### config.mk
export PLATFORM = sky130hd
export DESIGN_NAME = crc_job_scheduler_flat
export DESIGN_NICKNAME = d
export VERILOG_FILES = /design/src/rtl/crc_pkg.sv /design/src/rtl/crc_job_scheduler_if.sv /design/src/rtl/crc_job_fifo.sv /design/src/rtl/crc_job_scheduler.sv /design/src/flat_wrapper.sv
export SDC_FILE = /design/constraint.sdc
export NUM_CORES = 1
export LEC_CHECK = 0
export CORE_AREA = 2 2 129 131
export CTS_CLUSTER_DIAMETER = 120
export DETAILED_ROUTE_END_ITERATION = 8
export DIE_AREA = 0 0 131 133
export PLACE_DENSITY = 0.71
export SLEW_MARGIN = 20
export SYNTH_ARGS = -nofsm -noshare
export SYNTH_HDL_FRONTEND = slang
export SYNTH_SLANG_ARGS = --single-unit
### constraint.sdc
create_clock -name HCLK -period 3.9 [get_ports HCLK]
set_input_delay 0.585 -clock HCLK [delete_from_list [all_inputs] [get_ports HCLK]]
set_output_delay 0.585 -clock HCLK [all_outputs]
set_load 0.005 [all_outputs]
### src/rtl/crc_pkg.sv
// Shared definitions for the CRC offload block: transfer-length codes, scheduler
// state encoding and the AHB encodings reused by the master and slave.
package crc_pkg;

    typedef enum logic [1:0] {
        SingleData  = 2'b00,
        OneRow      = 2'b01,
        Brst2Row    = 2'b10,
        DlenIllegal = 2'b11
    } dlen_e;

    typedef enum logic [2:0] {
        S_IDLE     = 3'd0,
        S_SETUP_RD = 3'd1,
        S_WAIT_RD  = 3'd2,
        S_CRC      = 3'd3,
        S_SETUP_WR = 3'd4,
        S_WAIT_WR  = 3'd5
    } sched_state_e;

    localparam logic [1:0] HTRANS_IDLE   = 2'b00;
    localparam logic [1:0] HTRANS_BUSY   = 2'b01;
    localparam logic [1:0] HTRANS_NONSEQ = 2'b10;
    localparam logic [1:0] HTRANS_SEQ    = 2'b11;
    localparam logic [2:0] HBURST_SINGLE = 3'b000;
    localparam logic [2:0] HBURST_INCR4  = 3'b011;
    localparam logic [2:0] HBURST_INCR8  = 3'b101;
    localparam logic [2:0] HSIZE_WORD    = 3'b010;

    function automatic logic dlen_legal(input logic [1:0] dlen);
        return (dlen != DlenIllegal);
    endfunction

endpackage

### src/rtl/crc_job_scheduler_if.sv
// Job request and master/CRC-engine sequencing signals of the CRC job scheduler.
interface crc_job_scheduler_if #(parameter int ADDR_WIDTH = 16);
    logic                  job_valid;
    logic                  job_ready;
    logic [ADDR_WIDTH-1:0] job_dadr;
    logic [ADDR_WIDTH-1:0] job_cadr;
    logic [1:0]            job_dlen;
    logic [ADDR_WIDTH-1:0] mst_dadr;
    logic [ADDR_WIDTH-1:0] mst_cadr;
    logic [1:0]            mst_dlen;
    logic                  mst_regs_ready;
    logic                  mst_write;
    logic                  mst_done;
    logic                  crc_start;
    logic                  crc_done;

    modport slave (
        input  job_valid, job_dadr, job_cadr, job_dlen, mst_done, crc_done,
        output job_ready, mst_dadr, mst_cadr, mst_dlen, mst_regs_ready, mst_write, crc_start
    );

    modport master (
        output job_valid, job_dadr, job_cadr, job_dlen, mst_done, crc_done,
        input  job_ready, mst_dadr, mst_cadr, mst_dlen, mst_regs_ready, mst_write, crc_start
    );
endinterface

### src/rtl/crc_job_fifo.sv
// Synchronous job FIFO with show-ahead read data; a pop never frees space for a
// push in the same cycle because push is gated by the registered full flag.
module crc_job_fifo #(
    parameter int WIDTH = 34,
    parameter int DEPTH = 4
) (
    input  logic             clk,
    input  logic             rst_n,
    input  logic             push_i,
    input  logic             pop_i,
    input  logic [WIDTH-1:0] wdata_i,
    output logic [WIDTH-1:0] rdata_o,
    output logic             full_o,
    output logic             empty_o
);
    localparam int AW = $clog2(DEPTH);

    logic [WIDTH-1:0] mem_q [DEPTH];
    logic [AW:0]      wptr_q;
    logic [AW:0]      rptr_q;
    logic             do_push_s;
    logic             do_pop_s;

    assign full_o    = (wptr_q[AW] != rptr_q[AW]) && (wptr_q[AW-1:0] == rptr_q[AW-1:0]);
    assign empty_o   = (wptr_q == rptr_q);
    assign do_push_s = push_i & ~full_o;
    assign do_pop_s  = pop_i & ~empty_o;
    assign rdata_o   = mem_q[rptr_q[AW-1:0]];

    // Storage array write port
    always_ff @(posedge clk) begin
        if (do_push_s) begin
            mem_q[wptr_q[AW-1:0]] <= wdata_i;
        end
    end

    // Read/write pointers with wrap bit
    always_ff @(posedge clk or negedge rst_n) begin
        if (!rst_n) begin
            wptr_q <= '0;
            rptr_q <= '0;
        end else begin
            wptr_q <= wptr_q + {{AW{1'b0}}, do_push_s};
            rptr_q <= rptr_q + {{AW{1'b0}}, do_pop_s};
        end
    end
endmodule

### src/rtl/crc_job_scheduler.sv
// Buffers CRC jobs and walks the AHB master and CRC engine through read, checksum
// and write-back phases, one job at a time, with a per-phase watchdog.
module crc_job_scheduler
    import crc_pkg::*;
#(
    parameter int ADDR_WIDTH = 16,
    parameter int QDEPTH     = 4,
    parameter int TIMEOUT    = 255
) (
    input  logic                HCLK,
    input  logic                RESET,
    crc_job_scheduler_if.slave  bus,
    input  logic                err_clr,
    output logic                busy,
    output logic [7:0]          jobs_done,
    output logic                timeout_err,
    output logic                dlen_err
);
    localparam int         JW       = 2 * ADDR_WIDTH + 2;
    localparam logic [7:0] TO_LIMIT = TIMEOUT[7:0];

    sched_state_e          state_q, state_d;
    logic [7:0]            wd_q, wd_d;
    logic [7:0]            jobs_q, jobs_d;
    logic                  to_err_q, to_err_d;
    logic                  dl_err_q, dl_err_d;
    logic [ADDR_WIDTH-1:0] dadr_q, dadr_d;
    logic [ADDR_WIDTH-1:0] cadr_q, cadr_d;
    logic [1:0]            dlen_q, dlen_d;
    logic                  regs_rdy_q, regs_rdy_d;
    logic                  crc_start_q, crc_start_d;
    logic                  write_q, write_d;

    logic [JW-1:0]         fifo_wdata_s, fifo_rdata_s;
    logic                  fifo_full_s, fifo_empty_s, pop_s;
    logic [ADDR_WIDTH-1:0] head_dadr_s, head_cadr_s;
    logic [1:0]            head_dlen_s;

    assign fifo_wdata_s = {bus.job_dadr, bus.job_cadr, bus.job_dlen};
    assign head_dadr_s  = fifo_rdata_s[JW-1:ADDR_WIDTH+2];
    assign head_cadr_s  = fifo_rdata_s[ADDR_WIDTH+1:2];
    assign head_dlen_s  = fifo_rdata_s[1:0];

    crc_job_fifo #(.WIDTH(JW), .DEPTH(QDEPTH)) u_fifo (
        .clk     (HCLK),
        .rst_n   (RESET),
        .push_i  (bus.job_valid),
        .pop_i   (pop_s),
        .wdata_i (fifo_wdata_s),
        .rdata_o (fifo_rdata_s),
        .full_o  (fifo_full_s),
        .empty_o (fifo_empty_s)
    );

    // job_ready is held low while the block is in reset
    assign bus.job_ready      = RESET & ~fifo_full_s;
    assign bus.mst_dadr       = dadr_q;
    assign bus.mst_cadr       = cadr_q;
    assign bus.mst_dlen       = dlen_q;
    assign bus.mst_regs_ready = regs_rdy_q;
    assign bus.mst_write      = write_q;
    assign bus.crc_start      = crc_start_q;
    assign busy               = (state_q != S_IDLE) | ~fifo_empty_s;
    assign jobs_done          = jobs_q;
    assign timeout_err        = to_err_q;
    assign dlen_err           = dl_err_q;

    // Scheduler state and all registered outputs
    always_ff @(posedge HCLK or negedge RESET) begin
        if (!RESET) begin
            state_q     <= S_IDLE;
            wd_q        <= 8'd0;
            jobs_q      <= 8'd0;
            to_err_q    <= 1'b0;
            dl_err_q    <= 1'b0;
            dadr_q      <= '0;
            cadr_q      <= '0;
            dlen_q      <= 2'b00;
            regs_rdy_q  <= 1'b0;
            crc_start_q <= 1'b0;
            write_q     <= 1'b0;
        end else begin
            state_q     <= state_d;
            wd_q        <= wd_d;
            jobs_q      <= jobs_d;
            to_err_q    <= to_err_d;
            dl_err_q    <= dl_err_d;
            dadr_q      <= dadr_d;
            cadr_q      <= cadr_d;
            dlen_q      <= dlen_d;
            regs_rdy_q  <= regs_rdy_d;
            crc_start_q <= crc_start_d;
            write_q     <= write_d;
        end
    end

    // Next-state, watchdog and error logic; error set is applied after clear so set wins
    always_comb begin
        state_d     = state_q;
        wd_d        = wd_q;
        jobs_d      = jobs_q;
        to_err_d    = to_err_q & ~err_clr;
        dl_err_d    = dl_err_q & ~err_clr;
        dadr_d      = dadr_q;
        cadr_d      = cadr_q;
        dlen_d      = dlen_q;
        regs_rdy_d  = 1'b0;
        crc_start_d = 1'b0;
        write_d     = write_q;
        pop_s       = 1'b0;

        case (state_q)
            S_IDLE: begin
                write_d = 1'b0;
                if (!fifo_empty_s) begin
                    pop_s = 1'b1;
                    if (dlen_legal(head_dlen_s)) begin
                        dadr_d  = head_dadr_s;
                        cadr_d  = head_cadr_s;
                        dlen_d  = head_dlen_s;
                        state_d = S_SETUP_RD;
                    end else begin
                        dl_err_d = 1'b1;
                    end
                end else begin
                    pop_s = 1'b0;
                end
            end
            S_SETUP_RD: begin
                write_d    = 1'b0;
                wd_d       = 8'd0;
                regs_rdy_d = 1'b1;
                state_d    = S_WAIT_RD;
            end
            S_WAIT_RD: begin
                if (bus.mst_done) begin
                    wd_d        = 8'd0;
                    crc_start_d = 1'b1;
                    state_d     = S_CRC;
                end else if (wd_q == TO_LIMIT) begin
                    to_err_d = 1'b1;
                    write_d  = 1'b0;
                    state_d  = S_IDLE;
                end else begin
                    wd_d = wd_q + 8'd1;
                end
            end
            S_CRC: begin
                if (bus.crc_done) begin
                    write_d = 1'b1;
                    state_d = S_SETUP_WR;
                end else if (wd_q == TO_LIMIT) begin
                    to_err_d = 1'b1;
                    write_d  = 1'b0;
                    state_d  = S_IDLE;
                end else begin
                    wd_d = wd_q + 8'd1;
                end
            end
            S_SETUP_WR: begin
                write_d    = 1'b1;
                wd_d       = 8'd0;
                regs_rdy_d = 1'b1;
                state_d    = S_WAIT_WR;
            end
            S_WAIT_WR: begin
                if (bus.mst_done) begin
                    jobs_d  = jobs_q + 8'd1;
                    write_d = 1'b0;
                    state_d = S_IDLE;
                end else if (wd_q == TO_LIMIT) begin
                    to_err_d = 1'b1;
                    write_d  = 1'b0;
                    state_d  = S_IDLE;
                end else begin
                    wd_d = wd_q + 8'd1;
                end
            end
            default: begin
                write_d = 1'b0;
                state_d = S_IDLE;
            end
        endcase
    end
endmodule

### src/flat_wrapper.sv
// flat-port wrapper written by rule: the top's interface ports become plain ports
module crc_job_scheduler_flat import crc_pkg::*;
#(
    parameter int ADDR_WIDTH = 16,
    parameter int QDEPTH     = 4,
    parameter int TIMEOUT    = 255
)
  (HCLK, RESET, err_clr, busy, jobs_done, timeout_err, dlen_err, bus_job_valid, bus_job_dadr, bus_job_cadr, bus_job_dlen, bus_mst_done, bus_crc_done, bus_job_ready, bus_mst_dadr, bus_mst_cadr, bus_mst_dlen, bus_mst_regs_ready, bus_mst_write, bus_crc_start);
  crc_job_scheduler_if #(.ADDR_WIDTH(ADDR_WIDTH)) bus_i ();
  input  logic HCLK;
  input  logic RESET;
  input  logic err_clr;
  output logic busy;
  output logic [7:0] jobs_done;
  output logic timeout_err;
  output logic dlen_err;
  input wire logic [$bits(bus_i.job_valid)-1:0] bus_job_valid;
  input wire logic [$bits(bus_i.job_dadr)-1:0] bus_job_dadr;
  input wire logic [$bits(bus_i.job_cadr)-1:0] bus_job_cadr;
  input wire logic [$bits(bus_i.job_dlen)-1:0] bus_job_dlen;
  input wire logic [$bits(bus_i.mst_done)-1:0] bus_mst_done;
  input wire logic [$bits(bus_i.crc_done)-1:0] bus_crc_done;
  output wire logic [$bits(bus_i.job_ready)-1:0] bus_job_ready;
  output wire logic [$bits(bus_i.mst_dadr)-1:0] bus_mst_dadr;
  output wire logic [$bits(bus_i.mst_cadr)-1:0] bus_mst_cadr;
  output wire logic [$bits(bus_i.mst_dlen)-1:0] bus_mst_dlen;
  output wire logic [$bits(bus_i.mst_regs_ready)-1:0] bus_mst_regs_ready;
  output wire logic [$bits(bus_i.mst_write)-1:0] bus_mst_write;
  output wire logic [$bits(bus_i.crc_start)-1:0] bus_crc_start;
  assign bus_i.job_valid = bus_job_valid;
  assign bus_i.job_dadr = bus_job_dadr;
  assign bus_i.job_cadr = bus_job_cadr;
  assign bus_i.job_dlen = bus_job_dlen;
  assign bus_i.mst_done = bus_mst_done;
  assign bus_i.crc_done = bus_crc_done;
  assign bus_job_ready = bus_i.job_ready;
  assign bus_mst_dadr = bus_i.mst_dadr;
  assign bus_mst_cadr = bus_i.mst_cadr;
  assign bus_mst_dlen = bus_i.mst_dlen;
  assign bus_mst_regs_ready = bus_i.mst_regs_ready;
  assign bus_mst_write = bus_i.mst_write;
  assign bus_crc_start = bus_i.crc_start;
  crc_job_scheduler #(.ADDR_WIDTH(ADDR_WIDTH), .QDEPTH(QDEPTH), .TIMEOUT(TIMEOUT)) u_core (.HCLK(HCLK), .RESET(RESET), .bus(bus_i), .err_clr(err_clr), .busy(busy), .jobs_done(jobs_done), .timeout_err(timeout_err), .dlen_err(dlen_err));
endmodule
Word-level counts from Yosys, hierarchy flattened --
Memories as Yosys holds them, arrays and structs flattened. Cells that the tools add are included. Widths: inputs -> output; s select.
Word-level totals: bits in registers 64, RAM bits 136, bits of input ports 40, logic and storage cells 83, memories 1
Memory list:
- u_core.u_fifo.mem_q | depth 4, width 34, read ports 1, clocked after Yosys merged registers in 0, wr ports 1, line crc_job_fifo.sv:18 | logic [WIDTH-1:0] mem_q [DEPTH];
Operators by class: $add $sub $neg 4, equal/unequal tests 15, muxes and demuxes 31, bitwise logic cells 9, reductions and logical operators 10
Operator list (number):
- $mux 8 | 4
- $pmux 8 s4 | 1
- $mux 3 | 6
- $pmux 3 s6 | 1
- $mux 1 | 17
- $add 8x1->8 const B | 2
- $ne 2x2->1 const B | 5
- $eq 8x8->1 const B | 1
- $add 3x1->3 | 2
- $eq 3x2->1 const B | 2
- $eq 3x3->1 const B | 2
- $reduce_and 3->1 | 2
- $and 1x1->1 | 5
- $pmux 1 s4 | 1
- $reduce_and 2->1 | 2
- $reduce_bool 4->1 | 1
- $reduce_or 2->1 | 2
- $eq 3x1->1 const B | 1
- $eq 3x3->1 | 1
- $logic_not 3->1 | 1
- $not 1->1 | 3
- $reduce_bool 3->1 | 1
- $eq 2x2->1 | 1
- $ne 2x1->1 const B | 1
- other kinds (4) | 4

Longest topological paths before layout --
depth in word-level cells 6, depth in mapped cells 8, mapped depth without buffers 7

Hierarchy --
A second synthesis with hierarchy kept.
Second synthesis, totals: cell total of the unflattened synthesis 417, area, all modules 7956.4 um^2
Modules (own cells, without submodules):
- crc_job_fifo | times used 1, cells an instance 209, area each 5281.3 um^2
- crc_job_scheduler | times used 1, cells an instance 208, area each 2675.1 um^2

Worst setup path after synthesis --
OpenSTA, ideal clock, no wires.
path kind register to register, start point register u_core.u_fifo.rptr_q[1], end point memory u_core.u_fifo.mem_q[2][0], enable pin, library setup time 0.475 ns, arrival time 3.599 ns, data required time 3.425 ns, path slack -0.174 ns, cell stages (with the launch flop) 6, path buffers 1, period minus slack after synthesis 4.074 ns, path through dfrtp_1 -> buf_6 -> xor2_1 -> or3_1 -> nand2_1 -> nor3b_1
On the way: longest elaborated chain between the ends 6
RTL lines:
- start: declaration | line crc_job_fifo.sv:20 | logic [AW:0] rptr_q;
- start signal: assignment | line crc_job_fifo.sv:44 | rptr_q <= rptr_q + {{AW{1'b0}}, do_pop_s};
- $eq 2x2->1 | line crc_job_fifo.sv:24 | assign full_o = (wptr_q[AW] != rptr_q[AW]) && (wptr_q[AW-1:0] == rptr_q[AW-1:0]);
- $logic_and 1x1->1 | line crc_job_fifo.sv:24
- $not 1->1 | line crc_job_fifo.sv:26 | assign do_push_s = push_i & ~full_o;
- $and 1x1->1 | line crc_job_fifo.sv:26
- $mux 1 | line crc_job_fifo.sv:32 | if (do_push_s) begin
- $mux 1 (not written as such) | line crc_job_fifo.sv:33 | mem_q[wptr_q[AW-1:0]] <= wdata_i;
- end: declaration | line crc_job_fifo.sv:18
No other way between the ends.

Worst setup path after layout --
start point register u_core.u_fifo.rptr_q[0], end point output bus_job_ready
On the way: longest elaborated chain between the ends 4
RTL lines:
- $eq 2x2->1 | line crc_job_fifo.sv:24
- $logic_and 1x1->1 | line crc_job_fifo.sv:24
- $not 1->1 | line crc_job_scheduler.sv:56 | assign bus.job_ready = RESET & ~fifo_full_s;
- $and 1x1->1 | line crc_job_scheduler.sv:56
- end: declaration | line flat_wrapper.sv:23 | output wire logic [$bits(bus_i.job_ready)-1:0] bus_job_ready;
No other way between the ends.

==> results.tsv <==
stage	metric	value	unit
clocking	htreeDepth	4	
grt	gr-total-overflow	0	
cells_and_area	layout.area.seq	0.00569	mm^2
critical_path	crit_chain	xor2_1, or3_1, and2_1, clkdlybuf4s50_1	
logic_synthesis	yosysWarnings	0	
place	portBuffers	88	
place	dpl.hpwl	8460	um
logic_synthesis	netlist_area	0.00789	mm^2
pwr	p_clk_share	22.3	%
place	gp_congestion	0.738	
timing	finalSetupTns	0	ps
logic_synthesis	synth-seq-cells	200	
detailed_routing	route.detailed.drc	0	
cells_and_area	layout_commonest_cell	edfxtp_1	
critical_path	path_max_fanout	10	
grt	grt_max_degree	65	
critical_path	ff2ff_setup_slack	1360	ps
pwr	pwr-share-comb	33.9	%
cells_and_area	mostFrequentLayoutCells	edfxtp_1, clkdlybuf4s50_1, dfrtp_1	
min_path	hp-class	input pin to asynchronous set/reset pin	
pwr	power.density	781	mW/mm^2
outcome	status	finished, final reports clean	
detailed_routing	ant_nets	0	
detailed_routing	wl	13900	um
detailed_routing	wl_met3	820	um
critical_path	worstPathRequired	3310	ps
critical_path	arrival	2160	ps
clocking	cts-root-buf	clkbuf_16	
cells_and_area	drive_gt1_share	22.9	%
critical_path	critPathKind	register to primary output	
logic_synthesis	ys.flop_type	edfxtp_1	
logic_synthesis	synthTopCellsByArea	edfxtp_1, dfrtp_1, mux4_2	
critical_path	worst_path_max_delay_cell	dfrtp_2	
floorplan	die_h	133	um
floorplan	start_util	48.8	%
pwr	p_leak	3.50	nW
logic_synthesis	synth_enable_flop_cells	136	
timing	max_freq	364	MHz
floorplan	rows	47	
logic_synthesis	synth_async_sr_flop_share	32.0	%
logic_synthesis	synth_sequential_area_ratio	72.1	%
detailed_routing	drt_first_pass_iters	4	
pwr	finalPower	7.45	mW
critical_path	cpLargestDelayFamily	flip-flops	
cells_and_area	antenna_cells	0	
pwr	switching_share	29.9	%
place	placed_cell_area	0.00898	mm^2
cells_and_area	area_delta_synth_final	21.0	%
critical_path	start_kind	register	
timing	maxSlewHeadroom	38.5	%
grt	grt_pass1_wl	22100	um
clocking	cts_made_buffers	17	
clocking	cts_hold_buffers	0	
floorplan	die_area	0.0174	mm^2
pwr	seqPwrFrac	43.7	%
clocking	clock_tree.buffer_depth	2	
detailed_routing	met1_length	5870	um
job	drv_cap	0	
detailed_routing	num_vias	3932	
detailed_routing	wl_per_cell	19.0	um
timing	grt_setup_unrepaired	no	
cells_and_area	stdcell_area	0.00954	mm^2
timing	finalHoldViolations	0	
detailed_routing	drtIter0Drc	228	
clocking	ctsResizeCount	0	
floorplan	num_io_pins	89	
clocking	clkSinkCount	200	
logic_synthesis	synth_top_area_share	51.8	%
cells_and_area	multi_input_area	0.00205	mm^2
floorplan	die-width	131	um
cells_and_area	final_nets	545	
timing	drv_slew	0	
timing	worst_slack	1150	ps
grt	grt_pass1_vias	4134	
clocking	clk_pin_slew_worst_paths	70	ps
clocking	clock_latency	430	ps
floorplan	core_area	0.0162	mm^2
logic_synthesis	syn_inst	403	
timing	fin_crit_sh	70.5	%
logic_synthesis	avgSynthCellArea	19.6	um^2
cells_and_area	nFillCells	1174	
critical_path	path_buf_inv	1	
pwr	power.net_switching	2.23	mW
pwr	p_int	5.22	mW
grt	grt_antenna_before_repair	0	
detailed_routing	highest_layer	met4	
detailed_routing	vias_per_cell	5.37	
detailed_routing	dr_wl_met2	7090	um
logic_synthesis	synth.distinct_cells	51	
logic_synthesis	synth_nets	449	
clocking	tritoncts	done	
place	place_ws	1320	ps
clocking	postCtsSetupRepairBufs	0	
timing	setup_violations	0	
grt	grt_usage	17.2	%
timing	worstMarginPinSlew	922	ps
pwr	vdd_drop_max	0.000393	V
timing	period_minus_slack	2750	ps
critical_path	max_stage_delay	560	ps
logic_synthesis	synth_top_area_cell	edfxtp_1	
timing	fin_skew	10.9	ps
critical_path	end_kind	primary output	
[metrics by stage]
step	utilization [%]	hold slack, ps	cells
2_1_floorplan	-	289	403
3_3_place_gp	55.6	463	700
3_5_place_dp	55.6	465	700
4_1_cts	59.0	391	732
5_1_grt	59.0	433	732
6_report	59.0	357	732
[synthesized netlist by cell type (2+ instances only)]
master,number
mux2_2,3
o22a_1,2
inv_1,6
mux4_2,33
a21oi_1,6
nor3b_1,2
clkbuf_1,6
o21a_1,2
o31ai_1,2
a22o_1,3
dfrtp_1,64
a31oi_1,2
nor2_1,7
xor2_1,7
or3_1,2
o21ai_0,10
nand2b_1,6
ha_1,6
buf_6,3
a41oi_1,2
o22ai_1,5
mux2_4,30
buf_2,5
nor3_1,2
nand4_1,3
xnor2_1,7
and2_1,2
buf_12,2
and4_1,2
and3_1,4
nand2_1,7
edfxtp_1,136
nand3_1,6
[layout make-up]
type | instances | share of cell area (%)
flip-flops and latches | 200 | 59.6
well taps | 220 | 2.88
clock buffers | 17 | 4.46
inverters | 6 | 0.236
clock inverters | 15 | 1.40
multi-input cells | 179 | 21.5
repair buffers | 95 | 9.89
[logic make-up after synthesis]
kind of cell,synth area share [%]
adders and majority gates,0.952
and+or+nand+nor,3.55
DFF,72.1
muxes,15.9
buffers and inverters,2.13
AOI/OAI and AO/OA,3.85
xor gates and xnor gates,1.55
[final timing paths]
| kind | cells after the start | startpoint | endpoint |
|---|---|---|---|
| max | 4 | u_core.u_fifo.rptr_q[0] | bus_job_ready |
| min | 2 | RESET | u_core.wd_q[7] |
| max reg2reg | 5 | u_core.u_fifo.rptr_q[0] | u_core.u_fifo.mem_q[3][12] |
| min reg2reg | 1 | u_core.jobs_done[7] | u_core.jobs_done[7] |
| max in group asynchronous | 2 | RESET | u_core.u_fifo.rptr_q[1] |
| min in group HCLK | 1 | u_core.jobs_done[7] | u_core.jobs_done[7] |
[power groups by stage]
stage	Sequential, mW	Clock (mW)	Combinational, mW
detailed placement	3.29	0	2.59
finish	3.26	1.66	2.53
CTS	3.26	1.70	2.58
global route	3.33	1.78	2.76
global placement	3.28	0	2.51
floorplan	3.20	0	1.82
[per-layer routing]
| layer | track usage (%) | vias to the layer above |
|---|---|---|
| li1 | - | 1793 |
| met3 | 6.83 | 13 |
| met5 | 0 | - |
| met1 | 22.1 | 2027 |
| met2 | 27.7 | 99 |
| met4 | 4.14 | 0 |
[flip-flops by register name, summed over array words and instances, names as in the netlist]
name and count:
u_core.bus.mst_regs_ready 1, u_core.state_q 3, u_core.bus.mst_write 1, u_core.bus.crc_start 1, u_core.wd_q 8, u_core.bus.mst_cadr 16, u_core.u_fifo.mem_q 136, u_core.bus.mst_dlen 2
u_core.u_fifo.wptr_q 3, u_core.u_fifo.rptr_q 3, u_core.timeout_err 1, u_core.bus.mst_dadr 16, u_core.dlen_err 1, u_core.jobs_done 8
Power figures use the tool's default switching activity.
